[src/rtl/keypad_scanner.sv]
// 4x4 matrix keypad scanner: drives one active-low row at a time, debounces
// single-key presses and releases, and reports the accepted key code.
module keypad_scanner #(
    parameter int SCAN_DIV       = 5000,
    parameter int DEBOUNCE_SCANS = 4
) (
    input  logic       clk,
    input  logic       rst_n,
    input  logic [3:0] col,
    output logic [3:0] row,
    output logic [3:0] key_code,
    output logic       key_valid,
    output logic       key_held
);

    localparam int DW = (SCAN_DIV > 2) ? $clog2(SCAN_DIV) : 1;
    localparam int CW = $clog2(DEBOUNCE_SCANS + 1);
    localparam logic [DW-1:0] DIV_MAX = DW'(SCAN_DIV - 1);
    localparam logic [CW-1:0] CNT_MAX = CW'(DEBOUNCE_SCANS);
    localparam logic [CW-1:0] CNT_ONE = CW'(1);

    typedef enum logic [1:0] {
        SCAN     = 2'd0,
        DEBOUNCE = 2'd1,
        HELD     = 2'd2,
        RELEASE  = 2'd3
    } state_t;

    state_t        state, state_n;
    logic [3:0]    col_m, col_s;
    logic [DW-1:0] div;
    logic          tick;
    logic [1:0]    row_idx, row_idx_n;
    logic [3:0]    cand, cand_n;
    logic [CW-1:0] cnt, cnt_n, cnt_inc;
    logic [3:0]    code_n;
    logic          valid_n, held_n;
    logic          one_low, all_high, same_key;
    logic [1:0]    c_idx;

    always_ff @(posedge clk or negedge rst_n) begin
        if (!rst_n) begin
            col_m <= '1;
            col_s <= '1;
            div   <= '0;
        end else begin
            col_m <= col;
            col_s <= col_m;
            div   <= (div == DIV_MAX) ? '0 : div + DW'(1);
        end
    end

    assign tick = (div == DIV_MAX);
    assign row  = ~(4'b0001 << row_idx);

    always_comb begin
        one_low = 1'b0;
        c_idx   = 2'd0;
        case (col_s)
            4'b1110: begin one_low = 1'b1; c_idx = 2'd0; end
            4'b1101: begin one_low = 1'b1; c_idx = 2'd1; end
            4'b1011: begin one_low = 1'b1; c_idx = 2'd2; end
            4'b0111: begin one_low = 1'b1; c_idx = 2'd3; end
            default: ;
        endcase
    end

    assign all_high = &col_s;
    assign same_key = one_low && (c_idx == cand[1:0]);
    assign cnt_inc  = cnt + CNT_ONE;

    always_ff @(posedge clk or negedge rst_n) begin
        if (!rst_n) begin
            state     <= SCAN;
            row_idx   <= '0;
            cand      <= '0;
            cnt       <= '0;
            key_code  <= '0;
            key_valid <= 1'b0;
            key_held  <= 1'b0;
        end else begin
            state     <= state_n;
            row_idx   <= row_idx_n;
            cand      <= cand_n;
            cnt       <= cnt_n;
            key_code  <= code_n;
            key_valid <= valid_n;
            key_held  <= held_n;
        end
    end

    // Press and release debounce share one counter; it is cleared on every exit.
    always_comb begin
        state_n   = state;
        row_idx_n = row_idx;
        cand_n    = cand;
        cnt_n     = cnt;
        code_n    = key_code;
        valid_n   = 1'b0;
        if (tick) begin
            case (state)
                SCAN: begin
                    if (one_low) begin
                        cand_n = {row_idx, c_idx};
                        if (CNT_MAX == CNT_ONE) begin
                            code_n  = {row_idx, c_idx};
                            valid_n = 1'b1;
                            cnt_n   = '0;
                            state_n = HELD;
                        end else begin
                            cnt_n   = CNT_ONE;
                            state_n = DEBOUNCE;
                        end
                    end else begin
                        row_idx_n = row_idx + 2'd1;
                    end
                end
                DEBOUNCE: begin
                    if (same_key) begin
                        if (cnt_inc == CNT_MAX) begin
                            code_n  = cand;
                            valid_n = 1'b1;
                            cnt_n   = '0;
                            state_n = HELD;
                        end else begin
                            cnt_n = cnt_inc;
                        end
                    end else begin
                        cnt_n     = '0;
                        row_idx_n = row_idx + 2'd1;
                        state_n   = SCAN;
                    end
                end
                HELD: begin
                    if (all_high) begin
                        if (CNT_MAX == CNT_ONE) begin
                            cnt_n     = '0;
                            row_idx_n = row_idx + 2'd1;
                            state_n   = SCAN;
                        end else begin
                            cnt_n   = CNT_ONE;
                            state_n = RELEASE;
                        end
                    end
                end
                RELEASE: begin
                    if (all_high) begin
                        if (cnt_inc == CNT_MAX) begin
                            cnt_n     = '0;
                            row_idx_n = row_idx + 2'd1;
                            state_n   = SCAN;
                        end else begin
                            cnt_n = cnt_inc;
                        end
                    end else begin
                        cnt_n   = '0;
                        state_n = HELD;
                    end
                end
                default: state_n = SCAN;
            endcase
        end
        held_n = (state_n == HELD) || (state_n == RELEASE);
    end

endmodule

[config.mk]
export PLATFORM = sky130hd
export DESIGN_NAME = keypad_scanner
export DESIGN_NICKNAME = d
export VERILOG_FILES = /design/src/rtl/keypad_scanner.sv
export SDC_FILE = /design/constraint.sdc
export NUM_CORES = 1
export LEC_CHECK = 0
export ABC_AREA = 0
export BUFFER_PORTS_ARGS = -buffer_cell sky130_fd_sc_hd__buf_4
export CAP_MARGIN = 15
export CORE_AREA = 2 2 67 69
export DETAILED_ROUTE_END_ITERATION = 12
export DIE_AREA = 0 0 69 71
export GPL_ROUTABILITY_DRIVEN = 1
export GPL_TIMING_DRIVEN = 0
export HOLD_SLACK_MARGIN = 0.05
export SLEW_MARGIN = 15
export SYNTH_ARGS = -nofsm -noshare
export SYNTH_HDL_FRONTEND = slang
export SYNTH_SLANG_ARGS = --single-unit
[constraint.sdc]
create_clock -name clk -period 3.35 [get_ports clk]
set_input_delay 0 -clock clk [delete_from_list [all_inputs] [get_ports clk]]
set_output_delay 0 -clock clk [all_outputs]
set_load 0.02 [all_outputs]
==> results of run 1 <==
==> cell families (layout without fill, tap and decap cells) <==
kind of cell | Yosys count | count (layout) | share of synthesized area
AND/OR/NAND/NOR | 48 | 48 | 0.157
flip-flops | 38 | 38 | 0.536
AO/OA/AOI/OAI | 23 | 23 | 0.0900
buffers and inverters | 18 | 46 | 0.0397
XOR/XNOR | 15 | 15 | 0.0732
multiplexers | 9 | 9 | 0.0558
adder cells (fa/ha/maj) | 7 | 7 | 0.0488
==> flip-flops by register name (all words and copies together) (netlist names) <==
register and count:
div 13, cand 4, col_m 4, col_s 4
key_code 4, cnt 3, row_idx 2, state 2
key_held 1, key_valid 1
==> layout make-up <==
cell class / count / area [sq um] / area share
Multi-Input combinational cell: 102 / 762 / 0.353
Inverter: 12 / 45.0 / 0.0209
Timing Repair Buffer: 20 / 163 / 0.0753
Sequential cell: 38 / 961 / 0.445
Buffer: 6 / 26.3 / 0.0122
Tap cell: 52 / 65.1 / 0.0301
Clock buffer: 5 / 68.8 / 0.0319
Clock inverter: 3 / 68.8 / 0.0319
==> cells in the mapped netlist <==
| master | n | area, sq um |
|---|---|---|
| a211o_1 | 1 | 8.76 |
| a211oi_1 | 1 | 7.51 |
| a21o_1 | 2 | 15.0 |
| a21oi_1 | 3 | 15.0 |
| a22oi_1 | 2 | 15.0 |
| a311o_1 | 1 | 10.0 |
| a32o_1 | 2 | 20.0 |
| and2_1 | 2 | 12.5 |
| and2_2 | 1 | 7.51 |
| and3_1 | 4 | 25.0 |
| and4_1 | 2 | 17.5 |
| buf_4 | 1 | 7.51 |
| clkbuf_1 | 5 | 18.8 |
| dfrtp_1 | 30 | 751 |
| dfstp_2 | 8 | 210 |
| ha_1 | 7 | 87.6 |
| inv_1 | 12 | 45.0 |
| mux2_1 | 5 | 56.3 |
| mux2_2 | 3 | 33.8 |
| mux2i_1 | 1 | 10.0 |
| nand2_1 | 9 | 33.8 |
| nand3_1 | 6 | 30.0 |
| nand4_1 | 3 | 18.8 |
| nor2_1 | 8 | 30.0 |
| nor2b_1 | 5 | 31.3 |
| nor3_1 | 2 | 10.0 |
| nor3b_1 | 1 | 7.51 |
| nor4_1 | 1 | 6.26 |
| nor4_4 | 1 | 21.3 |
| o2111ai_1 | 2 | 17.5 |
| o211ai_1 | 1 | 7.51 |
| o21a_1 | 1 | 7.51 |
| o21ai_0 | 5 | 25.0 |
| o21ai_1 | 1 | 5.00 |
| o21bai_1 | 1 | 7.51 |
| or2_2 | 1 | 6.26 |
| or4b_1 | 1 | 10.0 |
| or4b_4 | 1 | 13.8 |
| xnor2_1 | 8 | 70.1 |
| xor2_1 | 7 | 61.3 |
==> power by group through the flow <==
stage                     Sequential [mW]  Combinational (mW)  Clock, mW
after floorplan                     0.478              0.0148          0
after global routing                0.470              0.0402      0.499
after global placement              0.478              0.0300          0
after detailed placement            0.478              0.0311          0
final                               0.470              0.0353      0.462
after CTS                           0.469              0.0359      0.477
==> worst paths after layout <==
| kind | from | to | slack, ps |
|---|---|---|---|
| setup / recovery | col_s[3]$_DFF_PN1_ | key_code[1]$_DFFE_PN0P_ | 810 |
| hold / removal | rst_n | key_held$_DFF_PN0_ | 200 |
| setup reg to reg | col_s[3]$_DFF_PN1_ | key_code[1]$_DFFE_PN0P_ | 810 |
| hold reg to reg | col_m[1]$_DFF_PN1_ | col_s[1]$_DFF_PN1_ | 360 |
| max in group asynchronous | rst_n | col_s[2]$_DFF_PN1_ | 2800 |
| min in group clk | col[1] | col_m[1]$_DFF_PN1_ | 350 |
==> worst max-delay path, delay by kind of cell, from the launching register on <==
| family | cells | cell delay (ps) |
|---|---|---|
| AND/OR/NAND/NOR | 1 | 230 |
| AO/OA/AOI/OAI | 2 | 750 |
| flip-flops | 1 | 520 |
| buffers and inverters | 2 | 430 |
| XOR/XNOR | 1 | 160 |
| multiplexers | 1 | 320 |
==> metal layers <==
| metal | part of all wire | wire length [um] |
|---|---|---|
| met2 | 0.50 | 1530 |
| met5 | 0 | 0 |
| met1 | 0.45 | 1360 |
| met4 | 0.016 | 49 |
| met3 | 0.035 | 108 |
==> impl_metrics.py, run 1 <==
metrics = {
    "power": {
        "sequentialPowerShare": 0.486,
        "power.switching_mw": 0.187,
        "combPwrFrac": 0.036,
        "internal_power_mw": 0.780,
        "powerDensity_mw_per_mm2": 448,
        "power_frac_clock": 0.478,
        "leakage_nw": 1.02,
        "ir_drop_uv": 380,
        "total_power_mw": 0.967,
        "switching_share": 0.193,
    },
    "setup_path": {
        "cp.arrival_ps": 2710,
        "reg2reg_depth": 7,
        "max_stage_delay_ps": 520,
        "end_kind": "flip-flop",
        "path_max_fanout": 8,
        "worstSetupPathType": "reg -> reg",
        "cp_slowest_cell": "dfstp_2",
        "cp.required_ps": 3520,
        "cp_cell_sequence": "clkbuf_1, xor2_1, a311o_1, a22oi_1, and3_1, buf_4, mux2_1",
        "cp-start-kind": "flip-flop",
    },
    "timing": {
        "tightest_slew_ps": 495,
        "fmax_ghz": 0.394,
        "fin_crit_ps": 2540,
        "setup_ws_ps": 809,
        "finalHoldViolCount": 0,
        "drv_slew": 0,
        "rsz0062_at_grt": "false",
        "relSlewSlack": 0.667,
        "hold_ws_ps": 204,
        "clock_skew_ps": 4.51,
        "timing.setup.tns_ps": 0,
        "period_share": 0.759,
        "setup_violations": 0,
    },
    "global_routing": {
        "grt_usage": 0.145,
        "grt_use_met1": 0.167,
        "grt_max_degree": 39,
        "grt_pass1_vias": 1346,
        "use_met2": 0.253,
        "grt_pass1_wl_mm": 5.71,
        "grt.overflow.total": 0,
        "antenna_found_initial": 0,
        "busiest_layer": "met2",
        "use_met3": 0.0484,
    },
    "place": {
        "dp_hpwl_mm": 2.19,
        "dpl_cell_area_sq_mm": 0.00197,
        "io_buffers": 15,
        "place_ws_ps": 855,
        "dp.cells": 225,
        "place.gp.congestion": 0.839,
    },
    "route": {
        "drtIter0Drc": 87,
        "drt-wirelength-per-cell_um": 12.8,
        "wl_mm": 3.05,
        "ant_nets": 0,
        "drc": 0,
        "vias_per_cell": 5.19,
        "first_pass_iters": 4,
        "vias": 1236,
    },
    "finish": {
        "layout.nets": 198,
        "postLayoutCellArea_sq_mm": 0.00216,
        "fillers": 370,
        "drive_gt1_frac": 0.210,
        "final_cell_mix": "30 x dfrtp_1, 16 x buf_4, 12 x inv_1",
        "antenna_cells": 0,
        "post-route-util": 0.514,
        "fin_cells": 238,
        "area_growth_pct": 20.4,
        "layout.cells.most_common": "dfrtp_1",
    },
    "synth": {
        "synth_nets": 171,
        "syn-cell-area_sq_mm": 0.00179,
        "seq_area_frac_synth": 0.536,
        "yosysWarnings": 0,
        "ys_ff_latch": 38,
        "synth_area_per_cell_sq_um": 11.4,
        "synth_cell_types": 40,
        "synth_cells": 158,
    },
    "clocking": {
        "cts_buffers": 5,
        "cts.repair.resized": 0,
        "insertion_delay_ps": 290,
        "path_clk_slew_ps": 80,
        "cts_tree": "built",
        "cts_hold_buffers": 5,
        "cts_max_level": 2,
        "cts-root-buf": "clkbuf_8",
        "clock_tree.buffer_depth": 2,
        "cts_num_sinks": 38,
        "cts_setup_buffers": 0,
    },
    "floorplan": {
        "dieArea_sq_mm": 0.00490,
        "rows": 24,
        "ios": 16,
        "core_area_sq_mm": 0.00420,
        "floorplan.initialDensity": 0.427,
        "die_h_um": 71,
        "dieWidth_um": 69,
    },
    "outcome": {
        "outcome": "complete, no violations",
    },
    "worst_hold_path": {
        "min_path_type": "in -> async",
    },
    "job": {
        "max_cap_violations": 0,
    },
}
Power figures use the tool's default switching activity.
==> run 2, diff against run 1 <==
clock period = 2.5 ns   (was 3.35 ns; I/O delays follow)
==> run 2 against run 1 <==
Clock power is 34% higher. Combinational power up 23%. Via count shrank 0.57%. Core utilization shrank 0.060 points. Design area is 0.12% lower. Clock skew barely moved. Cell count fell by 0.84%. Sequential power is 35% higher. Largest power group unchanged. Global-route usage is essentially flat. Non-clock buffer count decreased by 2.
==> impl_metrics.py, run 2 (synthesis results as in run 1) <==
metrics = {
    "power": {
        "leakage_nw": 1.01,
        "power_frac_clock": 0.478,
        "power.switching_mw": 0.251,
        "internal_power_mw": 1.04,
        "combPwrFrac": 0.033,
        "ir_drop_uv": 510,
        "powerDensity_mw_per_mm2": 601,
        "switching_share": 0.194,
        "sequentialPowerShare": 0.488,
    },
    "job": {
        "max_cap_violations": 0,
    },
    "place": {
        "dp.cells": 225,
        "place_ws_ps": 4.81,
        "place.gp.congestion": 0.839,
        "io_buffers": 15,
        "dp_hpwl_mm": 2.19,
    },
    "clocking": {
        "cts_setup_buffers": 0,
        "cts_tree": "built",
        "cts-root-buf": "clkbuf_8",
        "cts_buffers": 5,
        "path_clk_slew_ps": 80,
        "cts_num_sinks": 38,
        "insertion_delay_ps": 290,
        "clock_tree.buffer_depth": 2,
        "cts_max_level": 2,
    },
    "finish": {
        "layout.cells.most_common": "dfrtp_1",
        "post-route-util": 0.513,
        "regMostFlops": "div",
        "drive_gt1_frac": 0.217,
        "fin_cells": 236,
        "area_growth_pct": 20.2,
        "antenna_cells": 0,
        "final_cell_mix": "30 x dfrtp_1, 16 x buf_4, 12 x inv_1",
        "fillers": 367,
        "layout.nets": 196,
        "largest_register_ffs": 13,
    },
    "worst_hold_path": {
        "min_path_type": "in -> async",
    },
    "timing": {
        "finalHoldViolCount": 0,
        "setup_violations": 0,
        "hold_ws_ps": 203,
        "drv_slew": 0,
        "clock_skew_ps": 4.47,
        "timing.setup.tns_ps": 0,
        "rsz0062_at_grt": "false",
        "setup_ws_ps": 157,
        "relSlewSlack": 0.669,
        "fin_crit_ps": 2340,
        "period_share": 0.937,
        "fmax_ghz": 0.427,
        "tightest_slew_ps": 492,
    },
    "setup_path": {
        "reg2reg_depth": 7,
        "r2r_start": "col_s[2]$_DFF_PN1_",
        "cp-start-kind": "flip-flop",
        "cp.required_ps": 2670,
        "crit_end": "key_code[1]$_DFFE_PN0P_",
        "reg2reg_to": "key_code[1]$_DFFE_PN0P_",
        "r2r_slack_ps": 160,
        "cp.arrival_ps": 2520,
        "worstSetupPathType": "reg -> reg",
        "critPathLaunch": "col_s[2]$_DFF_PN1_",
        "end_kind": "flip-flop",
        "path_max_fanout": 10,
    },
    "floorplan": {
        "dieArea_sq_mm": 0.00490,
        "core_area_sq_mm": 0.00420,
        "dieWidth_um": 69,
        "rows": 24,
        "ios": 16,
        "floorplan.initialDensity": 0.427,
        "die_h_um": 71,
    },
    "global_routing": {
        "grt.overflow.total": 0,
        "grt_usage": 0.145,
        "grt_max_degree": 39,
        "antenna_found_initial": 0,
        "grt_pass1_vias": 1346,
        "grt_pass1_wl_mm": 5.72,
    },
    "route": {
        "drt-wirelength-per-cell_um": 12.8,
        "wl_mm": 3.03,
        "ant_nets": 0,
        "vias_per_cell": 5.21,
        "first_pass_iters": 4,
        "drc": 0,
        "vias": 1229,
        "drtIter0Drc": 93,
    },
    "outcome": {
        "outcome": "complete, no violations",
    },
}
==> run 2: cell count changes in the layout (fill, tap and decap cells not counted), sizes merged <==
cell	change
clkbuf	-2
==> run 2: how the worst min path moves through the flow <==
stage                              endpoint  cells past startpoint
detailed placement  key_code[0]$_DFFE_PN0P_                      1
finish              key_code[2]$_DFFE_PN0P_                      2
global route         row_idx[1]$_DFFE_PN0P_                      2
floorplan               cand[0]$_DFFE_PN0P_                      0
CTS                  row_idx[1]$_DFFE_PN0P_                      2
global placement    key_code[2]$_DFFE_PN0P_                      1
==> run 2: area by class of cell <==
class                           instances  area [sq um]  share of cell area
Timing Repair Buffer                   20           163              0.0754
Clock buffer                            5          68.8              0.0319
Buffer                                  4          18.8             0.00870
Sequential cell                        38           961               0.445
Multi-Input combinational cell        102           767               0.356
Inverter                               12          45.0              0.0209
Tap cell                               52          65.1              0.0302
Clock inverter                          3          68.8              0.0319
==> run 2: per-stage QoR <==
stage          power (mW)  area, sq um
2_1_floorplan       0.660         1790
3_3_place_gp        0.681         1970
3_5_place_dp        0.682         1970
4_1_cts              1.32         2160
5_1_grt              1.35         2160
6_report             1.30         2160
==> run 2: power by group through the flow <==
stage	combinational [mW]	clock, mW	sequential (mW)
floorplan	0.0198	0	0.640
detailed placement	0.0416	0	0.641
CTS	0.0487	0.639	0.629
finish	0.0433	0.620	0.633
global placement	0.0402	0	0.640
global route	0.0495	0.669	0.634
==> run 2: timing repair <==
item                                    4_1_cts  5_1_grt
endpoints found under the setup margin        4        4
resized for setup                             1        0
hold buffers                                  5        0
hold endpoints to repair                     42        0
==> run 2: layer usage <==
| metal | wire length (um) | GRT usage | up-vias |
|---|---|---|---|
| met5 | 0 | 0 | - |
| met4 | 49 | 0.0523 | 0 |
| met3 | 113 | 0.0484 | 6 |
| met2 | 1530 | 0.253 | 21 |
| met1 | 1340 | 0.168 | 612 |
| li1 | - | - | 590 |
==> run 2: worst max-delay path, stage by stage (launching register included) <==
cell and delay [ps]:
dfstp_2 520, clkbuf_1 340, xor2_1 230, nand4_1 140, a22oi_2 320, and3_1 210
buf_4 140, mux2_1 320
